## config.mk

```make
export PLATFORM = sky130hd
export DESIGN_NAME = rr_mux_reg_flat
export DESIGN_NICKNAME = d
export VERILOG_FILES = /design/src/rtl/rr_mux_reg_if.sv /design/src/rtl/rr_mux_reg.sv /design/src/flat_wrapper.sv
export SDC_FILE = /design/constraint.sdc
export NUM_CORES = 1
export LEC_CHECK = 0
export CORE_UTILIZATION = 35
export CTS_BUF_LIST = sky130_fd_sc_hd__clkbuf_2 sky130_fd_sc_hd__clkbuf_4 sky130_fd_sc_hd__clkbuf_8
export CTS_CLUSTER_DIAMETER = 80
export DETAILED_ROUTE_END_ITERATION = 16
export PLACE_DENSITY = 0.95
export RECOVER_POWER = 100
export SYNTH_ARGS = -nofsm -noshare
export SYNTH_HDL_FRONTEND = slang
export SYNTH_SLANG_ARGS = --single-unit
```

## constraint.sdc

```tcl
create_clock -name clk -period 3.62 [get_ports clk]
set_input_delay 0.724 -clock clk [delete_from_list [all_inputs] [get_ports clk]]
set_output_delay 0.724 -clock clk [all_outputs]
set_load 0.05 [all_outputs]
```

## src/rtl/rr_mux_reg_if.sv

```systemverilog
// Handshake bundle for rr_mux_reg: CH valid/ready input channels merged onto one
// registered valid/ready output carrying the data and the winning channel index.
interface rr_mux_reg_if #(
  parameter int N  = 32,
  parameter int CH = 4
);
  localparam int SW = $clog2(CH);

  logic [CH-1:0]   in_valid;
  logic [CH*N-1:0] in_data;
  logic [CH-1:0]   in_ready;
  logic            out_valid;
  logic [N-1:0]    out_data;
  logic [SW-1:0]   out_sel;
  logic            out_ready;

  modport slave (
    input  in_valid, in_data, out_ready,
    output in_ready, out_valid, out_data, out_sel
  );

  modport master (
    output in_valid, in_data, out_ready,
    input  in_ready, out_valid, out_data, out_sel
  );
endinterface

```

## src/rtl/rr_mux_reg.sv

```systemverilog
// Round-robin arbitrating N-bit multiplexer over CH channels with one registered
// output stage; in_ready is combinational, all outputs on the consumer side are flops.
module rr_mux_reg #(
  parameter int N  = 32,
  parameter int CH = 4
) (
  input  logic          clk,
  input  logic          rst,
  rr_mux_reg_if.slave   bus
);
  localparam int SW = $clog2(CH);

  // Returns {found, index}: the first valid channel after `last`, wrapping mod CH.
  // Scanning from farthest to nearest lets the nearest valid channel win.
  function automatic logic [SW:0] rr_pick(input logic [CH-1:0] v, input logic [SW-1:0] last);
    logic [SW:0] r;
    int          c;
    r = '0;
    for (int k = CH; k >= 1; k--) begin
      c = (int'(last) + k) % CH;
      if (v[c]) r = {1'b1, SW'(c)};
    end
    return r;
  endfunction

  logic          vld_p0;
  logic [N-1:0]  data_p0;
  logic [SW-1:0] sel_p0;
  logic [SW-1:0] last_p0;

  logic [SW:0]   arb;
  logic          win;
  logic [SW-1:0] g;
  logic          ld;
  logic [CH-1:0] rdy;
  logic [N-1:0]  win_data;

  always_comb begin
    arb      = rst ? '0 : rr_pick(bus.in_valid, last_p0);
    win      = arb[SW];
    g        = arb[SW-1:0];
    ld       = !vld_p0 || bus.out_ready;
    rdy      = '0;
    win_data = '0;
    for (int i = 0; i < CH; i++) begin
      if (g == SW'(i)) begin
        rdy[i]   = ld && win;
        win_data = bus.in_data[i*N +: N];
      end
    end
  end

  assign bus.in_ready = rdy;

  // p0: output register stage
  always_ff @(posedge clk) begin
    if (rst) begin
      vld_p0  <= 1'b0;
      data_p0 <= '0;
      sel_p0  <= '0;
      last_p0 <= SW'(CH - 1);
    end else if (ld && win) begin
      vld_p0  <= 1'b1;
      data_p0 <= win_data;
      sel_p0  <= g;
      last_p0 <= g;
    end else if (bus.out_ready) begin
      vld_p0  <= 1'b0;
    end
  end

  assign bus.out_valid = vld_p0;
  assign bus.out_data  = data_p0;
  assign bus.out_sel   = sel_p0;
endmodule

```

## src/flat_wrapper.sv

```systemverilog
// flat-port wrapper written by rule: the top's interface ports become plain ports
module rr_mux_reg_flat 
#(
  parameter int N  = 32,
  parameter int CH = 4
)
  (clk, rst, bus_in_valid, bus_in_data, bus_out_ready, bus_in_ready, bus_out_valid, bus_out_data, bus_out_sel);
  rr_mux_reg_if #(.N(N), .CH(CH)) bus_i ();
  input  logic clk;
  input  logic rst;
  input wire logic [$bits(bus_i.in_valid)-1:0] bus_in_valid;
  input wire logic [$bits(bus_i.in_data)-1:0] bus_in_data;
  input wire logic [$bits(bus_i.out_ready)-1:0] bus_out_ready;
  output wire logic [$bits(bus_i.in_ready)-1:0] bus_in_ready;
  output wire logic [$bits(bus_i.out_valid)-1:0] bus_out_valid;
  output wire logic [$bits(bus_i.out_data)-1:0] bus_out_data;
  output wire logic [$bits(bus_i.out_sel)-1:0] bus_out_sel;
  assign bus_i.in_valid = bus_in_valid;
  assign bus_i.in_data = bus_in_data;
  assign bus_i.out_ready = bus_out_ready;
  assign bus_in_ready = bus_i.in_ready;
  assign bus_out_valid = bus_i.out_valid;
  assign bus_out_data = bus_i.out_data;
  assign bus_out_sel = bus_i.out_sel;
  rr_mux_reg #(.N(N), .CH(CH)) u_core (.clk(clk), .rst(rst), .bus(bus_i));
endmodule
```

==> flow_summary_export.csv <==
group,metric,value,unit
synthesis,syn_nets,357,
clock_network,htreeDepth,2,
min_path,hold_class,"reg -> reg",
synthesis,ys_seq_area_frac,0.343,
synthesis,ys_seq_elements,37,
floorplanning,dieArea,6480,sq um
place,gp_congestion,0.876,
power_and_ir_drop,leakage,1.81,nW
synthesis,syn_inst,222,
grt,top_usage_layer,"met2",
grt,grt_use_met1,0.260,
critical_path,cp.required,2900,ps
timing,skew,3.69,ps
grt,grt_overflow,0,
synthesis,yosysTopAreaCell,"dfxtp_1",
timing,period_needed,3370,ps
detailed_routing,drt_iter0_drc,78,
timing,fin_tns_setup,0,ps
clock_network,clock_sinks,37,
floorplanning,die_h,80.5,microns
grt,grt_max_degree,32,
floorplanning,row_count,28,
detailed_routing,wl,8150,microns
timing,maxSlewViolCount,0,
clock_network,clock-root-buffer,"clkbuf_8",
status,outcome,"completed",
layout,layout_common_cells,"132 x clkdlybuf4s50_1, 37 x dlygate4sd3_1, 37 x dfxtp_1, 34 x nor3_1",
clock_network,ctsHoldBuffers,0,
floorplanning,ioPinCount,174,
timing,holdWs,503,ps
critical_path,startpoint_type,"input pin",
clock_network,cts_resized,0,
clock_network,postCtsSetupBuffers,0,
synthesis,syn_avg_cell_area,9.72,sq um
grt,antenna_found_initial,0,
critical_path,end_kind,"output pin",
synthesis,synth_top_cell_area_share,0.343,
layout,drive_gt1_frac,0.0590,
detailed_routing,viasPerCell,5.44,
grt,grt_use_met3,0.0568,
place,io_buffers,173,
detailed_routing,firstDrtPassIters,4,
timing,hold_viol_final,0,
grt,grt_pass1_vias,2674,
timing,postLayoutSetupSlackWorst,247,ps
synthesis,ys_warn_count,0,
timing,slew_headroom,0.331,
critical_path,path_class,"in -> out",
synthesis,synth_area_leaders,"dfxtp_1 34%, mux2i_1 15%, a211o_1 13%",
place,hpwl,6280,microns
timing,fmax,296,MHz
layout,final_common_cell,"clkdlybuf4s50_1",
layout,fin_nets,526,
clock_network,cts_buffers,5,
floorplanning,core,5920,sq um
layout,syn_to_final_growth,86.4,%
clock_network,insertion_delay,280,ps
synthesis,synth_area,2160,sq um
critical_path,path_max_fanout,8,
critical_path,arrival,2650,ps
clock_network,clkSlewWorstSetupHoldPaths,70,ps
timing,tightestPinTransition,1000,ps
grt,grt_pass1_wl,12400,microns
detailed_routing,drt-wirelength-per-cell,17.5,microns
clock_network,cts.path.max_buffers,2,
detailed_routing,drc_errors,0,
timing,finalSetupViolCount,0,
job,drv_cap,0,
layout,antenna_cells,0,
floorplanning,start_util,0.365,
floorplanning,chipWidth,80.5,microns
grt,grt_usage,0.252,
place,dp_slack,373,ps
synthesis,synth_cell_type_count,31,
detailed_routing,ant_nets,0,
timing,min_period_over_period,0.932,
power_and_ir_drop,power_density,378,nW/um^2
grt,grtUsageMet2,0.496,
clock_network,tritoncts,"done",
detailed_routing,vias,2530,
timing,rsz0062_at_grt,"no",
power_and_ir_drop,peakVddDrop,0.000207,V
through the flow:
stage	util	std cells	area, sq um	power (W)
floorplan	-	222	2160	0.000959
global placement	0.673	459	3980	0.00127
detailed placement	0.673	459	3980	0.00129
CTS	0.685	465	4060	0.00156
global route	0.679	465	4020	0.00159
finish	0.679	465	4020	0.00152
per-layer routing:
| metal | routed length, microns | share of wire |
|---|---|---|
| met1 | 2990 | 0.37 |
| met2 | 4480 | 0.55 |
| met3 | 558 | 0.068 |
| met4 | 124 | 0.015 |
| met5 | 0 | 0 |
kinds of logic after synthesis:
group,after synthesis,share of synthesized area
AO/OA/AOI/OAI,77,0.312
AND/OR/NAND/NOR,54,0.136
flip-flops,37,0.343
multiplexers,32,0.148
buffers and inverters,22,0.0597
report_power, final:
part / switching, W / total [W] / internal, W / leakage (nW)
logic: 0.000416 / 0.000749 / 0.000333 / 1.47
clock network: 0.000141 / 0.000268 / 0.000127 / 0.0399
registers: 0.0000340 / 0.000505 / 0.000471 / 0.307
total: 0.000591 / 0.00152 / 0.000931 / 1.81
final timing paths:
check                                      from  slack, ps  cells past startpoint                             endpoint
max                             bus_in_valid[3]        250                      5                      bus_in_ready[1]
min          u_core.bus.out_sel[1]$_SDFFE_PP0N_        500                      2   u_core.bus.out_sel[1]$_SDFFE_PP0N_
max reg2reg      u_core.last_p0[0]$_SDFFE_PP1N_       1030                      6  u_core.bus.out_data[1]$_SDFFE_PP0N_
min reg2reg  u_core.bus.out_sel[1]$_SDFFE_PP0N_        500                      2   u_core.bus.out_sel[1]$_SDFFE_PP0N_
cell usage after synthesis:
| master | count |
|---|---|
| or2_1 | 1 |
| and2_1 | 1 |
| dfxtp_1 | 37 |
| o21ai_2 | 1 |
| nor2_1 | 6 |
| clkinv_1 | 1 |
| nand2_1 | 1 |
| o21ai_1 | 3 |
| inv_1 | 1 |
| a32o_1 | 1 |
| mux2i_1 | 32 |
| nand3_1 | 1 |
| a311oi_2 | 1 |
| buf_2 | 13 |
| o211ai_4 | 1 |
| a31oi_1 | 1 |
| o311ai_1 | 1 |
| a22o_1 | 31 |
| a211o_1 | 32 |
| a21oi_1 | 2 |
| o311a_1 | 1 |
| a311o_1 | 1 |
| nor3_1 | 34 |
| or3b_1 | 1 |
| nand2b_1 | 1 |
| nor3b_4 | 1 |
| a21boi_1 | 1 |
| nor2b_1 | 6 |
| or2_4 | 1 |
| clkbuf_1 | 3 |
| buf_6 | 4 |
area by class of cell:
cell class | count | area (sq um)
clock buffer | 5 | 68.8
clock inverter | 1 | 5.00
fill | 482 | 1900
inverter | 2 | 7.51
multi-input combinational | 163 | 1270
sequential | 37 | 741
tap | 75 | 93.8
timing repair buffer | 182 | 1830
sequential cells by signal (all words and copies together) (netlist names):
register / cells
u_core.bus.out_data: 32
u_core.bus.out_sel: 2
u_core.bus.out_valid: 1
u_core.last_p0: 2
critical path, stage by stage:
cell and delay, ps:
dlygate4sd3_1 570, nor2b_1 170, o311a_2 490, nor3b_1 480, buf_12 210
(Power assumes the default switching activity.)
